`config.mk`:
```
export PLATFORM = sky130hd
export DESIGN_NAME = mbist_march_ctrl
export DESIGN_NICKNAME = d
export VERILOG_FILES = /design/src/rtl/mbist_march_ctrl.sv
export SDC_FILE = /design/constraint.sdc
export NUM_CORES = 1
export LEC_CHECK = 0
export ABC_CLOCK_PERIOD_IN_PS = 5100
export CAP_MARGIN = 30
export CORE_ASPECT_RATIO = 0.8
export CORE_MARGIN = 1.5
export CORE_UTILIZATION = 36
export CTS_BUF_LIST = sky130_fd_sc_hd__clkbuf_16
export DETAILED_ROUTE_END_ITERATION = 10
export PLACE_DENSITY = 0.71
export SLEW_MARGIN = 0
export SYNTH_ARGS = -nofsm -noshare
export SYNTH_HDL_FRONTEND = slang
export SYNTH_SLANG_ARGS = --single-unit
```
`constraint.sdc`:
```
create_clock -name clk -period 5.1 [get_ports clk]
set_input_delay 1.02 -clock clk [delete_from_list [all_inputs] [get_ports clk]]
set_output_delay 1.02 -clock clk [all_outputs]
set_load 0.02 [all_outputs]
```
`src/rtl/mbist_march_ctrl.sv`:
```
// March C- memory BIST controller.
// Walks NUM_MEM memories one after another through the six March C- elements, one
// operation per clock. Read data returns RD_LAT cycles after issue and is checked
// against the expected background word. The block reports pass/fail, the first
// failing memory and address, and a saturating count of miscompared reads.
module mbist_march_ctrl #(
    parameter int                    DATA_WIDTH = 64,
    parameter int                    ADDR_WIDTH = 16,
    parameter logic [ADDR_WIDTH-1:0] LAST_ADDR  = 16'hFFFF,
    parameter int                    NUM_MEM    = 4,
    parameter int                    RD_LAT     = 3
) (
    input  logic                  clk,
    input  logic                  rst_n,
    input  logic                  start,
    output logic [2:0]            memory_sel,
    output logic                  write_read_mbist,
    output logic [DATA_WIDTH-1:0] wdata_mbist,
    output logic [ADDR_WIDTH-1:0] address_mbist,
    input  logic [DATA_WIDTH-1:0] rdata_mbist,
    output logic                  busy,
    output logic                  done,
    output logic                  pass,
    output logic [2:0]            fail_mem,
    output logic [ADDR_WIDTH-1:0] fail_addr,
    output logic [7:0]            error_count
);

    localparam int DCW = (RD_LAT > 1) ? $clog2(RD_LAT) : 1;

    typedef enum logic [1:0] {S_IDLE, S_RUN, S_DRAIN, S_DONE} state_t;

    state_t                state_reg;
    logic [2:0]            elem_reg;       // March element of the op on the outputs
    logic [ADDR_WIDTH-1:0] addr_reg;       // address of the op on the outputs
    logic                  phase_reg;      // 0 = first op of a two-op element, 1 = second
    logic [DCW-1:0]        drain_cnt_reg;

    // Compare pipeline: one entry per output cycle, tail lines up with rdata_mbist
    logic                  pipe_vld_reg  [RD_LAT];
    logic [DATA_WIDTH-1:0] pipe_exp_reg  [RD_LAT];
    logic [ADDR_WIDTH-1:0] pipe_addr_reg [RD_LAT];
    logic [2:0]            pipe_mem_reg  [RD_LAT];

    logic [2:0]            elem_next;
    logic [ADDR_WIDTH-1:0] addr_next;
    logic                  phase_next;
    logic                  last_op;
    logic                  two_op;
    logic                  down;
    logic                  addr_end;
    logic                  miscompare;

    // Op written in elements 0..4: E0 always writes, E1..E4 write on their second op
    function automatic logic op_write(input logic [2:0] e, input logic p);
        op_write = (e == 3'd0) || ((e >= 3'd1) && (e <= 3'd4) && p);
    endfunction

    // Background bit of an op: E1/E3 are (r0,w1), E2/E4 are (r1,w0), E0/E5 use 0
    function automatic logic op_bit(input logic [2:0] e, input logic p);
        case (e)
            3'd1, 3'd3: op_bit = p;
            3'd2, 3'd4: op_bit = ~p;
            default:    op_bit = 1'b0;
        endcase
    endfunction

    // Next op in the March C- sequence after the one currently on the outputs
    always_comb begin
        two_op     = (elem_reg >= 3'd1) && (elem_reg <= 3'd4);
        down       = (elem_reg == 3'd3) || (elem_reg == 3'd4);
        addr_end   = down ? (addr_reg == '0) : (addr_reg == LAST_ADDR);
        elem_next  = elem_reg;
        addr_next  = addr_reg;
        phase_next = 1'b0;
        last_op    = 1'b0;
        if (two_op && !phase_reg) begin
            phase_next = 1'b1;
        end else if (!addr_end) begin
            addr_next = down ? (addr_reg - ADDR_WIDTH'(1)) : (addr_reg + ADDR_WIDTH'(1));
        end else begin
            elem_next = elem_reg + 3'd1;
            // E3 and E4 run downwards, so they begin at the top address
            addr_next = ((elem_reg == 3'd2) || (elem_reg == 3'd3)) ? LAST_ADDR : '0;
            last_op   = (elem_reg == 3'd5);
        end
    end

    // A valid read reaching the pipeline tail is checked against the returned data
    always_comb begin
        miscompare = pipe_vld_reg[RD_LAT-1] && (rdata_mbist != pipe_exp_reg[RD_LAT-1]);
    end

    genvar gi;
    generate
        for (gi = 0; gi < RD_LAT; gi++) begin : g_pipe
            if (gi == 0) begin : g_head
                // Capture the op currently presented to the memory
                always_ff @(posedge clk or negedge rst_n) begin
                    if (!rst_n) begin
                        pipe_vld_reg[0]  <= 1'b0;
                        pipe_exp_reg[0]  <= '0;
                        pipe_addr_reg[0] <= '0;
                        pipe_mem_reg[0]  <= '0;
                    end else begin
                        pipe_vld_reg[0]  <= (state_reg == S_RUN) && !write_read_mbist;
                        pipe_exp_reg[0]  <= wdata_mbist;
                        pipe_addr_reg[0] <= address_mbist;
                        pipe_mem_reg[0]  <= memory_sel;
                    end
                end
            end else begin : g_stage
                // Delay the entry one more cycle towards the read data
                always_ff @(posedge clk or negedge rst_n) begin
                    if (!rst_n) begin
                        pipe_vld_reg[gi]  <= 1'b0;
                        pipe_exp_reg[gi]  <= '0;
                        pipe_addr_reg[gi] <= '0;
                        pipe_mem_reg[gi]  <= '0;
                    end else begin
                        pipe_vld_reg[gi]  <= pipe_vld_reg[gi-1];
                        pipe_exp_reg[gi]  <= pipe_exp_reg[gi-1];
                        pipe_addr_reg[gi] <= pipe_addr_reg[gi-1];
                        pipe_mem_reg[gi]  <= pipe_mem_reg[gi-1];
                    end
                end
            end
        end
    endgenerate

    // Controller FSM with registered memory-side outputs and result tracking
    always_ff @(posedge clk or negedge rst_n) begin
        if (!rst_n) begin
            state_reg        <= S_IDLE;
            elem_reg         <= '0;
            addr_reg         <= '0;
            phase_reg        <= 1'b0;
            drain_cnt_reg    <= '0;
            memory_sel       <= '0;
            write_read_mbist <= 1'b0;
            wdata_mbist      <= '0;
            address_mbist    <= '0;
            busy             <= 1'b0;
            done             <= 1'b0;
            pass             <= 1'b0;
            fail_mem         <= '0;
            fail_addr        <= '0;
            error_count      <= '0;
        end else begin
            if (miscompare) begin
                if (error_count != 8'hFF) begin
                    error_count <= error_count + 8'd1;
                end
                if (error_count == 8'd0) begin
                    fail_mem  <= pipe_mem_reg[RD_LAT-1];
                    fail_addr <= pipe_addr_reg[RD_LAT-1];
                end
            end
            case (state_reg)
                S_IDLE, S_DONE: begin
                    if (start) begin
                        state_reg        <= S_RUN;
                        elem_reg         <= '0;
                        addr_reg         <= '0;
                        phase_reg        <= 1'b0;
                        memory_sel       <= '0;
                        write_read_mbist <= op_write(3'd0, 1'b0);
                        wdata_mbist      <= {DATA_WIDTH{op_bit(3'd0, 1'b0)}};
                        address_mbist    <= '0;
                        busy             <= 1'b1;
                        done             <= 1'b0;
                        pass             <= 1'b0;
                        fail_mem         <= '0;
                        fail_addr        <= '0;
                        error_count      <= '0;
                    end
                end
                S_RUN: begin
                    if (last_op) begin
                        state_reg        <= S_DRAIN;
                        drain_cnt_reg    <= '0;
                        write_read_mbist <= 1'b0;
                        wdata_mbist      <= '0;
                        address_mbist    <= '0;
                    end else begin
                        elem_reg         <= elem_next;
                        addr_reg         <= addr_next;
                        phase_reg        <= phase_next;
                        write_read_mbist <= op_write(elem_next, phase_next);
                        wdata_mbist      <= {DATA_WIDTH{op_bit(elem_next, phase_next)}};
                        address_mbist    <= addr_next;
                    end
                end
                S_DRAIN: begin
                    if (drain_cnt_reg == DCW'(RD_LAT - 1)) begin
                        if (memory_sel == 3'(NUM_MEM - 1)) begin
                            state_reg <= S_DONE;
                            busy      <= 1'b0;
                            done      <= 1'b1;
                            pass      <= (error_count == 8'd0) && !miscompare;
                        end else begin
                            state_reg        <= S_RUN;
                            memory_sel       <= memory_sel + 3'd1;
                            elem_reg         <= '0;
                            addr_reg         <= '0;
                            phase_reg        <= 1'b0;
                            write_read_mbist <= op_write(3'd0, 1'b0);
                            wdata_mbist      <= {DATA_WIDTH{op_bit(3'd0, 1'b0)}};
                            address_mbist    <= '0;
                        end
                    end else begin
                        drain_cnt_reg <= drain_cnt_reg + DCW'(1);
                    end
                end
                default: state_reg <= S_IDLE;
            endcase
        end
    end

endmodule

```
==> results.md, run 1 <==
- Compound-cell area share of the yosys netlist: roughly 14%
- Post-cts sizing count: 0
- Fraction of registers with async set/reset: 100%
- Clock Latency Late Sink: about 0.42 ns
- Yosys cell types: 57
- Commonest non-fill, non-tap cells in the layout: clkdlybuf4s50_1 (179), dfrtp_1 (138), nand2_1 (45), nor2_1 (45), o21ai_0 (34)
- Pwr dens: roughly 260 nW/um^2
- CP arrival: 4.09 ns
- DIE WIDTH: about 160 microns
- Remaining DRCs: 0
- Placed Area: roughly 8400 sq um
- Layout cells sized above 1: ~6.3%
- # rows: 44
- Yosys warnings: 0
- CP startpoint kind: flop
- Synth Area in XOR/XNOR: 1.42%
- Setup violators final: 0
- Fin area: between 8000 and 9000 sq um
- Via density: between 5 and 6
- Max-capacitance violation count: 0
- Root Buffer: clkbuf_16
- Final cell count without fillers: between 1000 and 1500
- Setup CP Type: reg2reg
- Worst Setup End Kind: flop
- First-pass GRT wire length: around 26000 microns
- DRT Pass-1 Iters: 5
- Core footprint: about 18000 sq um
- CTS tree: done
- Synth Area in Simple Gates: approximately 15%
- Pwr Total: between 2 and 2.5 mW
- Adder-cell area share of the yosys netlist: ~5.3%
- Antenna diodes: 0
- Mux cell area share after synthesis: between 4 and 5%
- Largest net degree at the start of global routing: between 100 and 150
- Hold buffer count at CTS: 0
- Cell Area, Synth: around 6800 sq um
- Max Fclk: 263 MHz
- Cells after synthesis: about 650
- Buf/Inv on CP: 1
- Final wirelength: approximately 16000 microns
- Final cycle utilization of the critical path: 74.5%
- Main flop type after synthesis: dfrtp_1
- Final Max Tran Viols: 0
- CTS buffer count: 17
- Hold/Removal Path Class: reg2reg
- Die Area: around 20000 sq um
- Pleak: roughly 4.0 nW
- Main combinational cell family by area after synthesis: simple AND/OR/NAND/NOR gates
- Max-slew headroom: 37.5%
- Initial Utilization: between 30 and 40%
- Register area share after synthesis: ~51%
- Clock Tree Buf Depth: 2
- FF+latch count, synth: around 140
- Placed wire-length estimate: 11500 microns
- P&R area growth vs syn: 32.7%
- Final ANT Viol Nets: 0
- Core Util, Final: 49.2%
- RSZ-0062 raised after global routing: no
- WL/cell: about 16 microns
- Placed Instances: around 1000
- Die Ht: 126 microns
- Critical path required time: approximately 5.4 ns
- Max reg flops: 48
- H-Tree Depth: 4
- Worst path slowest cell: o41ai_1
- Post-synth EDFFs: 0
- Sum Neg Setup Slack: 0 ns
- Post-CTS setup buffer count: 0
- Setup Skew: 0.00837 ns
- Final Hold Vio Count: 0
- # IOs: roughly 180
- Synthesized Nets: 740
- 1st-iter DRT viols: roughly 360
- Total congestion overflow: 0
- Syn_area_per_cell: approximately 10 sq um
- Peak supply drop: 0.235 mV
- Worst path top cell family by delay: compound AO/OA/AOI/OAI gates
- Max FO, Critical Path: 18
- Vias in the first global route: 4926
- Commonest non-fill, non-tap cell in the layout: clkdlybuf4s50_1
- Final Wtd Congestion: about 0.8
- CP Cell Sequence: inv_1 > ha_1 > mux2_2 > ha_1 > nor2b_1 > o31a_1 > o311a_1 > o41ai_1 > o21ba_2 > mux2i_1 > o21ai_0
- Tightest Pin Transition: approximately 0.94 ns
- Fill cells: 1624
- Min cycle time layout: between 3 and 4 ns
- Port bufs: 180
- CP peak stage delay: approximately 0.54 ns
- Sink Count: 138
- Most used cell, CP: ha_1
- Antenna violations before repair: 0
- Fin nets: about 870
- Clock transition at path regs: about 0.060 ns
- Status: completed
- Tot GR Track Use: around 16%
- Via Count: approximately 5200
-- where the power goes --
part | internal (mW) | switching [mW]
clock network | 0.650 | 0.519
logic | 0.0511 | 0.0368
registers | 1.09 | 0
total | 1.80 | 0.556
-- per-layer routing --
metal	wire [microns]	part of all wire (%)	track usage (%)	vias to the layer above
li1	-	-	-	2536
met1	7150	44	21.0	2517
met2	7740	48	27.4	162
met3	1050	6.5	4.58	12
met4	153	0.95	4.82	0
met5	0	0	0	-
-- cell families (layout without fill, tap and decap cells) --
family	Yosys count	in the layout
and+or+nand+nor	207	207
DFF	138	138
AOI/OAI and AO/OA	135	135
buffers and inverters	99	238
adders and majority gates	28	28
muxes	27	27
xor gates and xnor gates	11	11
-- synth_stat cells, types with 3 or more instances --
cell      count  area share (%)
mux2i_1      25             3.7
o21a_1        4            0.44
or3_1        15             1.4
a21boi_0      3            0.33
nor3b_1       3            0.33
clkbuf_1     14            0.78
nor2b_1       4            0.37
and3_1        3            0.28
or4_1         9             1.0
nor3_1       19             1.4
xor2_1        3            0.39
o22ai_1       5            0.46
buf_4        63             7.0
nor2_1       45             2.5
nand2b_1      3            0.28
a22oi_1       6            0.67
o31ai_1       5            0.55
or2_2         3            0.28
a221o_1       6            0.89
nand2_1      45             2.5
xnor2_1       8             1.0
nand4_1      14             1.3
a21oi_1      22             1.6
nand3_1      24             1.8
inv_1        19             1.1
dfrtp_1     138              51
ha_1         27             5.0
nor4_1       16             1.5
a21o_1       21             2.3
o21ai_0      34             2.5
-- through the flow --
step                hold slack [ns]  setup slack, ns
floorplan                     0.331             1.83
global placement              0.332             1.19
detailed placement            0.335             1.13
CTS                           0.344             1.35
global route                  0.344             1.06
finish                        0.343             1.30
-- worst reg2reg max path: cells and delay by family (launching register included) --
family | cells | cell delay, ns
fa+ha+maj | 2 | 0.63
flops | 1 | 0.53
mux | 2 | 0.67
compound gates | 5 | 1.56
buf+inv | 1 | 0.11
simple gates | 1 | 0.17
-- worst paths after layout --
kind                                   startpoint           endpoint  slack [ns]  depth (start not counted)
max in group asynchronous                   rst_n  pipe_addr_reg[33]        3.60                          3
worst max-delay path                  elem_reg[0]  address_mbist[14]        1.30                         11
worst max register to register        elem_reg[0]  address_mbist[14]        1.30                         11
min in group asynchronous                   rst_n       state_reg[0]        0.62                          2
worst min-delay path            pipe_addr_reg[33]  pipe_addr_reg[17]        0.34                          0
worst min register to register  pipe_addr_reg[33]  pipe_addr_reg[17]        0.34                          0
-- layout make-up --
type / instances / area [sq um] / area share, %
flip-flops and latches: 138 / 3450 / 38.4
multi-input cells: 408 / 2700 / 30.1
repair buffers: 187 / 1880 / 20.9
clock buffers: 17 / 425 / 4.73
well taps: 253 / 317 / 3.52
clock inverters: 15 / 143 / 1.59
inverters: 19 / 71.3 / 0.794
(Power assumes the default switching activity.)
==> run 2, diff against run 1 <==
ABC_CLOCK_PERIOD_IN_PS = 3900   (was 5100)
clock period = 3.9 ns   (was 5.1 ns; I/O delays follow)
==> run 2 against run 1 <==
Clock skew shrank 0.0027 ns. Worst hold slack worse by 0.00064 ns. Utilization grew 0.096 points. Register-to-register slack worse by 1.1 ns. Critical path depth did not move. Critical path type unchanged. Largest cell class unchanged.
==> results.md, run 2 (synthesized netlist as in run 1, its figures left out) <==
- Status: completed
- Hold/Removal Path Class: reg2reg
- Core footprint: 18300 sq um (unchanged)
- Final cycle utilization of the critical path: 93.7% (+19 points)
- Worst path slowest cell: o41ai_1
- Final Wtd Congestion: 0.866 (+6.2%)
- Commonest non-fill, non-tap cells in the layout: clkdlybuf4s50_1 (179), dfrtp_1 (138), nand2_1 (45), nor2_1 (45), o21ai_0 (34)
- Critical path required time: 4.19 ns (-1.20 ns)
- Antenna diodes: 0 (unchanged)
- CP Cell Sequence: inv_1 > ha_1 > mux2_2 > ha_1 > nor2b_1 > o31a_1 > o311a_1 > o41ai_1 > o21ba_2 > mux2i_1 > o21ai_0
- Remaining DRCs: 0 (unchanged)
- Min cycle time layout: 3.66 ns (-0.143 ns)
- DIE WIDTH: 156 microns (unchanged)
- Port bufs: 180 (unchanged)
- Worst Setup End Kind: flop
- DRT Pass-1 Iters: 5 (unchanged)
- Fill cells: 1625 (+0.062%)
- Tot GR Track Use: 16.1% (-0.39 points)
- Fin nets: 869 (+0.35%)
- Final Max Tran Viols: 0 (unchanged)
- CP startpoint kind: flop
- Max FO, Critical Path: 18 (unchanged)
- Reg-to-reg setup timing slack: 0.24 ns (-1.06 ns)
- Pleak: 3.96 nW (+0.31%)
- Layout cells sized above 1: 5.98% (-0.27 points)
- Die Area: 19600 sq um (unchanged)
- # IOs: 181 (unchanged)
- Via Count: 5201 (-0.50%)
- CP arrival: 3.94 ns (-0.15 ns)
- Max-slew headroom: 35.8% (-1.6 points)
- Setup violators final: 0 (unchanged)
- Setup CP Type: reg2reg
- CP peak stage delay: 0.54 ns (about the same)
- Core Util, Final: 49.3% (+0.096 points)
- Max-capacitance violation count: 0 (unchanged)
- Clock Tree Buf Depth: 2 (unchanged)
- Multi-input gate area: 2700 sq um (unchanged)
- Worst path top cell family by delay: compound AO/OA/AOI/OAI gates
- Initial Utilization: 37.0% (unchanged)
- Total congestion overflow: 0 (unchanged)
- Die Ht: 126 microns (unchanged)
- Peak supply drop: 0.222 mV (-5.5%)
- Final ANT Viol Nets: 0 (unchanged)
- Reg2reg end: addr_reg[14]
- Reg2Reg Depth: 11 (unchanged)
- CTS buffer count: 17 (unchanged)
- WL/cell: 15.3 microns (-1.7%)
- Sink Count: 138 (unchanged)
- Vias in the first global route: 4917 (-0.18%)
- RR Startpoint: elem_reg[0]
- Setup Skew: 0.00569 ns (-0.00268 ns)
- First-pass GRT wire length: 24900 microns (-2.8%)
- H-Tree Depth: 4 (unchanged)
- Antenna violations before repair: 0 (unchanged)
- 1st-iter DRT viols: 363 (+0.28%)
- Hold buffer count at CTS: 0 (unchanged)
- Largest net degree at the start of global routing: 99 (-4.8%)
- Most used cell, CP: ha_1
- Max reg flops: 48 (unchanged)
- Sum Neg Setup Slack: 0 ns (unchanged)
- Buf/Inv on CP: 1 (unchanged)
- Root Buffer: clkbuf_16
- CTS tree: done
- Clock Latency Late Sink: 0.41 ns (about the same)
- Pwr Total: 3.12 mW (+33%)
- Placed wire-length estimate: 11500 microns (+0.48%)
- Final Hold Vio Count: 0 (unchanged)
- Clock transition at path regs: 0.06 ns (about the same)
- WHS: 0.342 ns (-0.000639 ns)
- Min-delay src: pipe_addr_reg[41]
- Flip-flop and latch area: 3450 sq um (unchanged)
- Hold Crit Endpoint: pipe_addr_reg[25]
- # rows: 44 (unchanged)
- Final wirelength: 15800 microns (-1.5%)
- Pwr dens: 347 nW/um^2 (+32%)
- Via density: 5.01 (-0.69%)
- Tightest Pin Transition: 0.956 ns (+0.0179 ns)
- Worst Hold Depth: 0 (unchanged)
- Post-CTS setup buffer count: 0 (unchanged)
- RSZ-0062 raised after global routing: no
- P&R area growth vs syn: 33.0%
- Max Fclk: 274 MHz (+3.9%)
- Commonest non-fill, non-tap cell in the layout: clkdlybuf4s50_1
run 2: changes by cell type in the layout (fill, tap and decap cells not counted), moves of 2 or more:
| cell | change |
|---|---|
| inv_8 | -5 |
| buf_4 | +4 |
| clkinv_1 | +2 |
| inv_1 | +2 |
| inv_6 | -6 |
| clkinvlp_4 | +3 |
| bufinv_16 | +3 |
run 2: report_power, final:
part	total (mW)	internal, mW	switching (mW)
registers	1.43	1.43	0
clock network	1.58	0.992	0.583
logic	0.113	0.0652	0.0482
run 2: layout make-up:
type	count	share of cell area, %
Clock buffer	17	4.72
Clock inverter	14	1.75
Inverter	19	0.792
Multi-Input combinational cell	408	30.0
Sequential cell	138	38.4
Tap cell	253	3.52
Timing Repair Buffer	190	20.9
run 2: worst max path at each step:
stage / startpoint / end / slack (ns) / cells after the start
3_3_place_gp: elem_reg[0] / address_mbist[14] / 0.41 / 11
6_report: elem_reg[0] / addr_reg[14] / 0.24 / 11
2_1_floorplan: elem_reg[0] / address_mbist[14] / 0.63 / 11
5_1_grt: elem_reg[0] / address_mbist[14] / 0.08 / 11
3_5_place_dp: elem_reg[0] / addr_reg[14] / 0.29 / 11
4_1_cts: elem_reg[0] / addr_reg[14] / 0.28 / 11
run 2: what timing repair did:
item	4_1_cts	5_1_grt
endpoints found under the hold margin	0	0
endpoints found under the setup margin	0	2
gates resized for setup	0	1
run 2: worst register-to-register path: stages, from the launching register on:
cell	delay, ns
dfrtp_1	0.50
inv_1	0.11
ha_1	0.22
mux2_2	0.44
ha_1	0.40
nor2b_1	0.16
o31a_1	0.28
o311a_1	0.36
o41ai_1	0.54
o21ba_2	0.21
mux2i_1	0.19
o21ai_0	0.11
run 2: stage by stage:
step | cell area [sq um] | worst slack, ns | instances
floorplan | 6770 | 0.632 | 645
finish | 9000 | 0.244 | 1039
CTS | 9000 | 0.277 | 1039
global route | 9000 | 0.0772 | 1039
detailed placement | 8420 | 0.290 | 1008
global placement | 8420 | 0.406 | 1008
run 2: per-layer routing:
metal / track usage (%) / part of all wire, % / vias up
met4: 6.67 / 2.3 / 0
met1: 19.6 / 44 / 2482
met3: 4.54 / 6.7 / 22
met5: 0 / 0 / -
li1: - / - / 2530
met2: 26.8 / 47 / 167
==> run 3, diff against run 2 <==
GPL_TIMING_DRIVEN = 0   (was not set)
==> run 3 against run 2 <==
Routed wire length grew 8.7%. Critical path depth unchanged. Flip-flop and latch count stayed put. Largest cell class unchanged.
==> results.md, run 3 (synthesized netlist as in run 1, its figures left out) <==
- Tot GR Track Use: 17.9% (+1.8 points)
- WHS: 0.301 ns (-0.0410 ns)
- Remaining DRCs: 0 (unchanged)
- Reg2Reg Depth: 11 (unchanged)
- Core footprint: 18300 sq um (unchanged)
- Max reg flops: 48 (unchanged)
- Min cycle time layout: 3.61 ns (-0.0443 ns)
- Root Buffer: clkbuf_16
- # rows: 44 (unchanged)
- Setup Skew: 0.00936 ns (+0.00366 ns)
- Setup violators final: 0 (unchanged)
- Final wirelength: 17200 microns (+8.7%)
- Max-capacitance violation count: 0 (unchanged)
- RSZ-0062 raised after global routing: no
- Final Max Tran Viols: 0 (unchanged)
- Status: completed
- Placed Area: 8950 sq um (+6.2%)
- Post-CTS setup buffer count: 0 (unchanged)
- Core Util, Final: 52.1% (+2.8 points)
- # IOs: 181 (unchanged)
- Via Count: 5524 (+6.2%)
- Pleak: 4.30 nW (+8.6%)
- Die Ht: 126 microns (unchanged)
- Peak supply drop: 0.277 mV (+25%)
- CTS tree: done
- Die Area: 19600 sq um (unchanged)
- Worst Setup End Kind: flop
- Max FO, Critical Path: 18 (unchanged)
- Port bufs: 180 (unchanged)
- Critical path required time: 4.19 ns (about the same)
- Tightest Pin Transition: 0.714 ns (-0.243 ns)
- Max Fclk: 277 MHz (+1.2%)
- First-pass GRT wire length: 27600 microns (+11%)
- Fin nets: 942 (+8.4%)
- Worst Setup SP: elem_reg[0]
- Clock Tree Buf Depth: 2 (unchanged)
- Commonest non-fill, non-tap cell in the layout: clkdlybuf4s50_1
- DRT Pass-1 Iters: 5 (unchanged)
- 1st-iter DRT viols: 256 (-29%)
- Final Wtd Congestion: 0.857 (-1.0%)
- H-Tree Depth: 4 (unchanged)
- Vias in the first global route: 5343 (+8.7%)
- Hold buffer count at CTS: 0 (unchanged)
- Commonest non-fill, non-tap cells in the layout: clkdlybuf4s50_1 (179), dfrtp_1 (137), buf_4 (63)
- Hold/Removal Path Class: in2async
- Layout cells sized above 1: 12.8% (+6.8 points)
- Placed wire-length estimate: 12600 microns (+9.4%)
- Final cycle utilization of the critical path: 92.6% (-1.1 points)
- P&R area growth vs syn: 40.6%
- Max-slew headroom: 51.9% (+16 points)
- Total congestion overflow: 0 (unchanged)
- Fin area: 9520 sq um (+5.7%)
- Via density: 4.96 (-0.85%)
- Reg-to-reg setup timing slack: 0.29 ns (+0.04 ns)
- Pwr dens: 318 nW/um^2 (-8.2%)
- Sink Count: 138 (unchanged)
- Reg2reg end: addr_reg[14]
- Pwr Total: 3.03 mW (-3.0%)
- WL/cell: 15.5 microns (+1.5%)
- DIE WIDTH: 156 microns (unchanged)
- Clock transition at path regs: 0.06 ns (about the same)
- Antenna diodes: 0 (unchanged)
- CTS buffer count: 17 (unchanged)
- CP startpoint kind: flop
- Antenna violations before repair: 1 (+1)
- Clock Latency Late Sink: 0.42 ns (about the same)
- RR Startpoint: elem_reg[0]
- Setup CP Type: reg2reg
- CP endpoint: addr_reg[14]
- Initial Utilization: 37.0% (unchanged)
- Final Hold Vio Count: 0 (unchanged)
- CP arrival: 3.90 ns (-0.04 ns)
- Final ANT Viol Nets: 0 (unchanged)
- Largest net degree at the start of global routing: 93 (-6.1%)
==> run 3: worst max-delay path: stages (launching register included) <==
cell     delay (ns)
dfrtp_1        0.52
inv_1          0.11
ha_1           0.22
mux2_2         0.45
ha_1           0.41
nor2b_1        0.17
o31a_1         0.31
o311a_1        0.39
o41ai_2        0.38
o21ba_2        0.19
mux2i_1        0.21
o21ai_0        0.12
==> run 3: layer usage <==
| metal | GRT usage, % | up-vias | share of wire (%) |
|---|---|---|---|
| li1 | - | 2686 | - |
| met1 | 21.7 | 2652 | 41 |
| met2 | 30.2 | 165 | 49 |
| met3 | 4.92 | 21 | 7.5 |
| met4 | 6.78 | 0 | 1.6 |
| met5 | 0 | - | 0 |
==> run 3: cell type report <==
cell class	instances	area (sq um)
Buffer	80	544
Clock buffer	17	425
Clock inverter	15	128
Fill cell	1627	8760
Inverter	19	71.3
Multi-Input combinational cell	408	2720
Sequential cell	138	3450
Tap cell	253	317
Timing Repair Buffer	183	1860
==> run 3: how the worst min path moves through the flow <==
stage / slack [ns] / to / start
finish: 0.30 / state_reg[0] / rst_n
global route: 0.33 / state_reg[0] / rst_n
CTS: 0.31 / state_reg[0] / rst_n
detailed placement: 0.33 / pipe_addr_reg[17] / pipe_addr_reg[33]
global placement: 0.33 / pipe_addr_reg[20] / pipe_addr_reg[36]
floorplan: 0.33 / pipe_addr_reg[0] / pipe_addr_reg[16]
==> run 3: report_power, final <==
part | internal, mW | switching (mW)
Clock | 0.874 | 0.606
Combinational | 0.0661 | 0.0492
Sequential | 1.43 | 0
==> run 3: through the flow <==
step,setup TNS (ns),worst slack [ns],instances
after detailed placement,0,0.111,1080
final,0,0.288,1113
after global routing,0,0.0467,1113
after CTS,0,0.185,1112
after global placement,-463.60,-3.37,1078
after floorplan,0,0.632,645
==> run 3: repair_timing <==
item,4_1_cts,5_1_grt
setup endpoints to repair,0,6
gates resized for setup,0,2
endpoints found under the hold margin,0,0
